### src/rtl/tt_lab17_pkg.sv
// Shared types and pin indices for the lab-group 17 frame reader tile.
package tt_lab17_pkg;

    typedef enum logic [1:0] {
        ST_ACC    = 2'd0,
        ST_RES_LO = 2'd1,
        ST_RES_HI = 2'd2
    } state_e;

    localparam int unsigned UIO_VALID     = 0;
    localparam int unsigned UIO_LAST      = 1;
    localparam int unsigned UIO_ACK       = 2;
    localparam int unsigned UIO_READY     = 4;
    localparam int unsigned UIO_RES_VALID = 5;
    localparam int unsigned UIO_RES_HI    = 6;
    localparam int unsigned UIO_OVF       = 7;

    localparam logic [7:0] UIO_OE_MASK = 8'hF0;

endpackage

### src/rtl/tt_um_labgroup17_frame_reader_frame_accumulator.sv
// Per-frame 16-bit modular sum with sticky carry-out and an 8-bit word count.
module frame_accumulator
    import tt_lab17_pkg::*;
#(
    parameter bit CNT_SAT = 1'b1
) (
    input  logic        clk,
    input  logic        rst_n,
    input  logic        clr_i,
    input  logic        en_i,
    input  logic [7:0]  data_i,
    output logic [15:0] sum_o,
    output logic [7:0]  cnt_o,
    output logic        ovf_o
);

    logic [15:0] sum_q, sum_d;
    logic [7:0]  cnt_q, cnt_d;
    logic        ovf_q, ovf_d;
    logic [16:0] add;

    assign add = {1'b0, sum_q} + {9'b0, data_i};

    always_comb begin
        sum_d = sum_q;
        cnt_d = cnt_q;
        ovf_d = ovf_q;
        if (clr_i) begin
            sum_d = '0;
            cnt_d = '0;
            ovf_d = 1'b0;
        end else if (en_i) begin
            sum_d = add[15:0];
            ovf_d = ovf_q | add[16];
            if (!(CNT_SAT && cnt_q == 8'hFF))
                cnt_d = cnt_q + 8'd1;
        end
    end

    always_ff @(posedge clk) begin
        if (!rst_n) begin
            sum_q <= '0;
            cnt_q <= '0;
            ovf_q <= 1'b0;
        end else begin
            sum_q <= sum_d;
            cnt_q <= cnt_d;
            ovf_q <= ovf_d;
        end
    end

    assign sum_o = sum_q;
    assign cnt_o = cnt_q;
    assign ovf_o = ovf_q;

endmodule

### src/rtl/tt_um_labgroup17_frame_reader.sv
// Frame reader tile: accumulates a framed byte stream, then hands the sum out a byte per ack edge.
module tt_um_labgroup17_frame_reader
    import tt_lab17_pkg::*;
#(
    parameter bit CNT_SAT = 1'b1
) (
    input  logic       clk,
    input  logic       rst_n,
    input  logic       ena,
    input  logic [7:0] ui_in,
    input  logic [7:0] uio_in,
    output logic [7:0] uio_out,
    output logic [7:0] uio_oe,
    output logic [7:0] uo_out
);

    state_e      state_q, state_d;
    logic        ack_q;
    logic        in_valid, in_last, rd_ack;
    logic        ack_rise, in_ready, xfer, clr;
    logic [15:0] sum;
    logic [7:0]  cnt;
    logic        ovf;
    logic        unused_uio;

    assign in_valid   = uio_in[UIO_VALID];
    assign in_last    = uio_in[UIO_LAST];
    assign rd_ack     = uio_in[UIO_ACK];
    assign unused_uio = &{1'b0, uio_in[7:3]};

    // ack_q follows the pin even while disabled so a held level never looks like a fresh edge.
    always_ff @(posedge clk) begin
        if (!rst_n) ack_q <= 1'b0;
        else        ack_q <= rd_ack;
    end

    assign ack_rise = ena & rd_ack & ~ack_q;
    assign in_ready = ena & (state_q == ST_ACC);
    assign xfer     = in_valid & in_ready;
    assign clr      = (state_q == ST_RES_HI) & ack_rise;

    always_ff @(posedge clk) begin
        if (!rst_n) state_q <= ST_ACC;
        else        state_q <= state_d;
    end

    always_comb begin
        state_d = state_q;
        case (state_q)
            ST_ACC:    if (xfer && in_last) state_d = ST_RES_LO;
            ST_RES_LO: if (ack_rise)        state_d = ST_RES_HI;
            ST_RES_HI: if (ack_rise)        state_d = ST_ACC;
            default:                        state_d = ST_ACC;
        endcase
    end

    always_comb begin
        uo_out  = cnt;
        uio_out = '0;
        case (state_q)
            ST_RES_LO: uo_out = sum[7:0];
            ST_RES_HI: uo_out = sum[15:8];
            default:   uo_out = cnt;
        endcase
        uio_out[UIO_READY]     = in_ready;
        uio_out[UIO_RES_VALID] = (state_q == ST_RES_LO) || (state_q == ST_RES_HI);
        uio_out[UIO_RES_HI]    = (state_q == ST_RES_HI);
        uio_out[UIO_OVF]       = ovf;
    end

    assign uio_oe = UIO_OE_MASK;

    frame_accumulator #(.CNT_SAT(CNT_SAT)) u_acc (
        .clk    (clk),
        .rst_n  (rst_n),
        .clr_i  (clr),
        .en_i   (xfer),
        .data_i (ui_in),
        .sum_o  (sum),
        .cnt_o  (cnt),
        .ovf_o  (ovf)
    );

endmodule
### config.mk
export PLATFORM = sky130hd
export DESIGN_NAME = tt_um_labgroup17_frame_reader
export DESIGN_NICKNAME = d
export VERILOG_FILES = /design/src/rtl/tt_lab17_pkg.sv /design/src/rtl/tt_um_labgroup17_frame_reader_frame_accumulator.sv /design/src/rtl/tt_um_labgroup17_frame_reader.sv
export SDC_FILE = /design/constraint.sdc
export NUM_CORES = 1
export LEC_CHECK = 0
export CAP_MARGIN = 25
export CORE_ASPECT_RATIO = 0.5
export CORE_UTILIZATION = 53
export CTS_CLUSTER_DIAMETER = 40
export CTS_CLUSTER_SIZE = 14
export DETAILED_ROUTE_END_ITERATION = 16
export PLACE_DENSITY = 0.88
export SLEW_MARGIN = 5
export SYNTH_ARGS = -nofsm -noshare
export SYNTH_HDL_FRONTEND = slang
export SYNTH_SLANG_ARGS = --single-unit
### constraint.sdc
create_clock -name clk -period 6.9 [get_ports clk]
set_input_delay 1.725 -clock clk [delete_from_list [all_inputs] [get_ports clk]]
set_output_delay 1.725 -clock clk [all_outputs]
set_load 0.02 [all_outputs]
==> results of run 1 <==
[worst max-delay path: stages]
cell and delay [ns]:
clkdlybuf4s50_1 0.55, and2_1 0.15, clkdlybuf4s50_1 0.59
[layout make-up]
type                       instances  area share (%)
timing repair buffer              25            12.2
tap                               40            2.44
multi-input combinational        180            55.3
clock buffer                       3            2.01
inverter                           4           0.732
sequential                        28            27.3
[stage by stage]
| step | cell area (µm²) | power (mW) | instances | setup slack (ns) |
|---|---|---|---|---|
| 6_report | 2050 | 0.536 | 280 | 2.16 |
| 5_1_grt | 2050 | 0.567 | 280 | 2.13 |
| 4_1_cts | 2050 | 0.534 | 280 | 2.17 |
| 3_5_place_dp | 2010 | 0.449 | 277 | 2.19 |
| 3_3_place_gp | 2010 | 0.442 | 277 | 2.20 |
| 2_1_floorplan | 1850 | 0.366 | 235 | 3.17 |
[report_power, final]
group	switching, mW	leakage, nW	internal [mW]
clock	0.0491	0.0216	0.0392
combinational	0.152	0.524	0.110
sequential	0.0117	0.227	0.173
[layout by cell type, fill, tap and decap left out, types with 2 or more instances in the layout]
master | Yosys | layout
mux2i_1 | 4 | 4
xor2_1 | 2 | 2
nor2_1 | 18 | 18
or4_1 | 2 | 2
dfxtp_1 | 28 | 28
and2_1 | 3 | 3
nand4_1 | 2 | 2
and3_1 | 2 | 2
clkdlybuf4s50_1 | 0 | 25
ha_1 | 14 | 14
nor3_1 | 6 | 6
a21o_1 | 3 | 3
o211ai_2 | 2 | 2
clkbuf_8 | 0 | 3
nand3_1 | 11 | 11
nand2_1 | 20 | 20
nor2b_1 | 2 | 2
a211oi_1 | 3 | 3
a211o_1 | 2 | 2
a22oi_1 | 8 | 8
o21ai_0 | 10 | 10
xnor2_1 | 7 | 7
or3_1 | 7 | 7
conb_1 | 2 | 12
a21oi_1 | 28 | 28
o31ai_1 | 2 | 2
inv_1 | 4 | 4
[sequential cells by signal, indices dropped and copies added, names as in the netlist]
| name | count |
|---|---|
| ack_q | 1 |
| u_acc.ovf_o | 1 |
| u_acc.sum_o | 16 |
| u_acc.cnt_o | 8 |
| state_q | 2 |
[cells in the mapped netlist (3+ instances only)]
master    number
a21o_1         3
mux2i_1        4
dfxtp_1       28
nand2_1       20
nor2_1        18
or3_1          7
nor3_1         6
ha_1          14
inv_1          4
o21ai_0       10
xnor2_1        7
and2_1         3
nand3_1       11
a22oi_1        8
a211oi_1       3
clkbuf_1       6
a21oi_1       28
buf_4         14
[layer usage]
layer	global-route usage (%)	vias to the layer above	wire length [µm]	part of all wire, %
met2	38.5	55	1700	45
met1	28.0	748	1840	49
met5	0	-	0	0
met4	4.07	0	28	0.75
li1	-	813	-	-
met3	4.57	4	189	5.0
[cells by family after synthesis]
group                      Yosys count  synth area share (%)
AOI/OAI and AO/OA                   65                  22.9
xor gates and xnor gates             9                  4.35
adders and majority gates           15                  10.8
buffers and inverters               27                  8.56
DFF                                 28                  30.9
muxes                                4                  2.21
other                                2                 0.415
and+or+nand+nor                     75                  19.9
[path summary, 6_finish.rpt]
check,from,end,cells after the start
worst max-delay path,ena,uio_out[4],3
worst min-delay path,u_acc.ovf_o$_SDFFE_PP0P_,u_acc.ovf_o$_SDFFE_PP0P_,1
worst max register to register,state_q[0]$_SDFFE_PN0P_,u_acc.sum_o[15]$_SDFFE_PP0P_,7
worst min register to register,u_acc.ovf_o$_SDFFE_PP0P_,u_acc.ovf_o$_SDFFE_PP0P_,1
==> results.ini, run 1 <==
[worst_setup_path]
cp_data_arrival_time_ns = 3.01
crit_fanout = 5
cp-end-kind = output pin
path_class = in2out
critPathLaunchType = input port
reg2reg_setup_slack_ns = 4.54
required_ns = 5.18

[route]
viasPerCell = 5.79
ant_nets = 0
dr_total_vias = 1620
wl_per_cell_um = 13.4
wirelength_um = 3760
drtIter0Drc = 118
first_pass_iters = 6
drc = 0

[timing]
rsz0062_at_grt = false
timing.fmax_ghz = 0.211
min_period_over_period_pct = 68.7
tightest_slew_ns = 0.758
hold_viol = 0
min_period_ns = 4.74
slew_headroom_pct = 49.4
fin_tns_setup_ns = 0
slew_violations = 0
clock_skew_ns = 0.00319
hold_ws_ns = 0.478
setup_viol = 0

[clock_network]
numCtsBuffers = 3
cts-root-buf = clkbuf_8
hold_buffers = 0
insertion_delay_ns = 0.27
clock-sinks = 28
clkTransAtPathRegs_ns = 0.09
ctsResizeCount = 0
cts_setup_buffers = 0
htreeDepth = 1
cts_tree = built
cts.path.max_buffers = 2

[cells_and_area]
seq_area_um2 = 561
area_growth_pct = 13.2
final_util_pct = 65.8
fillers = 257
drive_gt1_share_pct = 2.92
multi_input_area_um2 = 1130
diodes = 0
final_nets = 276

[logic_synthesis]
yosys-top-cells-area = dfxtp_1 (31%), ha_1 (9.7%), a21oi_1 (7.7%)
syn_area_per_cell_um2 = 8.05
syn_inst = 225
ys_async_sr_fraction_pct = 0
yosysTopAreaCell = dfxtp_1
ys_seq_elements = 28
synth.distinct_cells = 39
synth-main-ff-cell = dfxtp_1
yosysTopAreaCellShare_pct = 30.9
synth_edf_count = 0
ys_seq_area_share_pct = 30.9
yosysWarnings = 0
syn_area_um2 = 1810

[floorplanning]
fp.coreArea_um2 = 3120
rows = 14
start_util_pct = 58.1
ios = 43
die_y_um = 43.3
dieArea_um2 = 3670
die_w_um = 84.7

[pwr]
vdd_drop_max_uv = 149
p_leak_nw = 0.773
power_density_nw_per_um2 = 261

[grt]
grt_pass1_vias = 1397
grt_max_degree = 24
grt.total_usage_pct = 21.6
antenna_found_initial = 0
overflow = 0
grt_first_pass_wirelength_um = 6280

[outcome]
status = complete, no violations

[placed_design]
io_buffers = 25
dp_hpwl_um = 2840
gp_congestion = 0.819

[hold_path]
hold_path.class = reg2reg

[run]
maxCapViolations = 0

Note: power is estimated with default switching activity, not from simulation.
==> run 2: changes to the inputs <==
- CORE_UTILIZATION: 53 -> 50
- PLACE_DENSITY: 0.88 -> 0.84
- clock period: 6.9 -> 4.5 ns (I/O delays scaled with it)
==> results.ini, run 2 (synthesis results as in run 1) <==
[cells_and_area]
final_nets = 276
fillers = 319
drive_gt1_share_pct = 2.92
final_cell_mix = a21oi_1 (28), dfxtp_1 (28), clkdlybuf4s50_1 (25), nand2_1 (20), nor2_1 (18)
largest_register_ffs = 16
area_growth_pct = 14.0
diodes = 0
final_util_pct = 59.8

[pwr]
vdd_drop_max_uv = 165
seqPwrFrac_pct = 34.6
p_sw_mw = 0.326
power_density_nw_per_um2 = 398
swShare_pct = 39.7
combPwrFrac_pct = 48.6
intPower_mw = 0.495
p_leak_nw = 0.773
pwr-share-clk_pct = 16.8

[clock_network]
cts_tree = built
hold_buffers = 0
cts_setup_buffers = 0
cts.path.max_buffers = 2
ctsResizeCount = 0
cts-root-buf = clkbuf_8
clkTransAtPathRegs_ns = 0.09
clock-sinks = 28
numCtsBuffers = 3
htreeDepth = 1
insertion_delay_ns = 0.28

[worst_setup_path]
path_class = in2out
required_ns = 3.38
critPathLaunchType = input port
cp-end-kind = output pin
crit_fanout = 5
reg2reg_setup_slack_ns = 2.15
cp_data_arrival_time_ns = 2.39

[placed_design]
dp_hpwl_um = 2890
gp_congestion = 0.779
post-place-ws_ns = 0.994
io_buffers = 25

[route]
wirelength_um = 3860
drtIter0Drc = 110
first_pass_iters = 4
viasPerCell = 5.50
drc = 0
dr_total_vias = 1601
ant_nets = 0
wl_per_cell_um = 13.2

[grt]
overflow = 0
grt.total_usage_pct = 21.2
antenna_found_initial = 0
grt_pass1_vias = 1406
grt_max_degree = 24
grt_first_pass_wirelength_um = 6290

[floorplanning]
die_w_um = 87.1
fp.coreArea_um2 = 3450
ios = 43
rows = 15
dieArea_um2 = 3880
die_y_um = 44.6
start_util_pct = 52.5

[timing]
slew_violations = 0
setup_viol = 0
fin_tns_setup_ns = 0
clock_skew_ns = 0.00278
hold_ws_ns = 0.492
rsz0062_at_grt = false
hold_viol = 0
slew_headroom_pct = 46.6
layout_setup_ws_ns = 0.985
tightest_slew_ns = 0.799
min_period_ns = 3.51
min_period_over_period_pct = 78.1
timing.fmax_ghz = 0.285

[run]
maxCapViolations = 0

[outcome]
status = complete, no violations

[hold_path]
hold_path.class = reg2reg

## run 2: cell counts in the layout (fill, tap and decap cells not counted)
No cell type changed its count.
## run 2: power groups by stage
| stage | clock, mW | combinational (mW) | sequential [mW] |
|---|---|---|---|
| after global placement | 0 | 0.388 | 0.289 |
| after floorplan | 0 | 0.277 | 0.284 |
| final | 0.138 | 0.400 | 0.284 |
| after CTS | 0.140 | 0.399 | 0.284 |
| after detailed placement | 0 | 0.397 | 0.290 |
| after global routing | 0.150 | 0.435 | 0.287 |
## run 2: critical path, stage by stage
cell             delay (ns)
clkdlybuf4s50_1        0.53
and2_1                 0.14
clkdlybuf4s50_1        0.59
## run 2: per-layer routing
metal	wire [µm]	share of wire, %	track usage (%)	vias to the layer above
met5	0	0	0	-
li1	-	-	-	814
met1	1910	49	28.2	738
met2	1740	45	34.8	43
met4	41	1.1	6.89	0
met3	170	4.4	4.66	6
## run 2: area by class of cell
cell class              instances  area, µm²  share of cell area [%]
clock buffers                   3       41.3                    2.00
inverters                       4       15.0                   0.727
multi-input cells             180       1130                    54.9
flip-flops and latches         28        561                    27.2
well taps                      51       63.8                    3.09
repair buffers                 25        250                    12.1
## run 2: metrics by stage
stage | power, mW | std cells | area (µm²)
finish | 0.822 | 291 | 2060
global route | 0.871 | 291 | 2060
CTS | 0.823 | 291 | 2060
detailed placement | 0.688 | 288 | 2020
global placement | 0.677 | 288 | 2020
floorplan | 0.561 | 235 | 1850
## run 2: path summary, 6_finish.rpt
path                               startpoint                            to  cells past startpoint
setup / recovery                          ena                    uio_out[4]                      3
hold / removal    u_acc.sum_o[5]$_SDFFE_PP0P_   u_acc.sum_o[5]$_SDFFE_PP0P_                      2
setup reg to reg      state_q[1]$_SDFFE_PN0P_  u_acc.sum_o[15]$_SDFFE_PP0P_                      7
hold reg to reg   u_acc.sum_o[5]$_SDFFE_PP0P_   u_acc.sum_o[5]$_SDFFE_PP0P_                      2
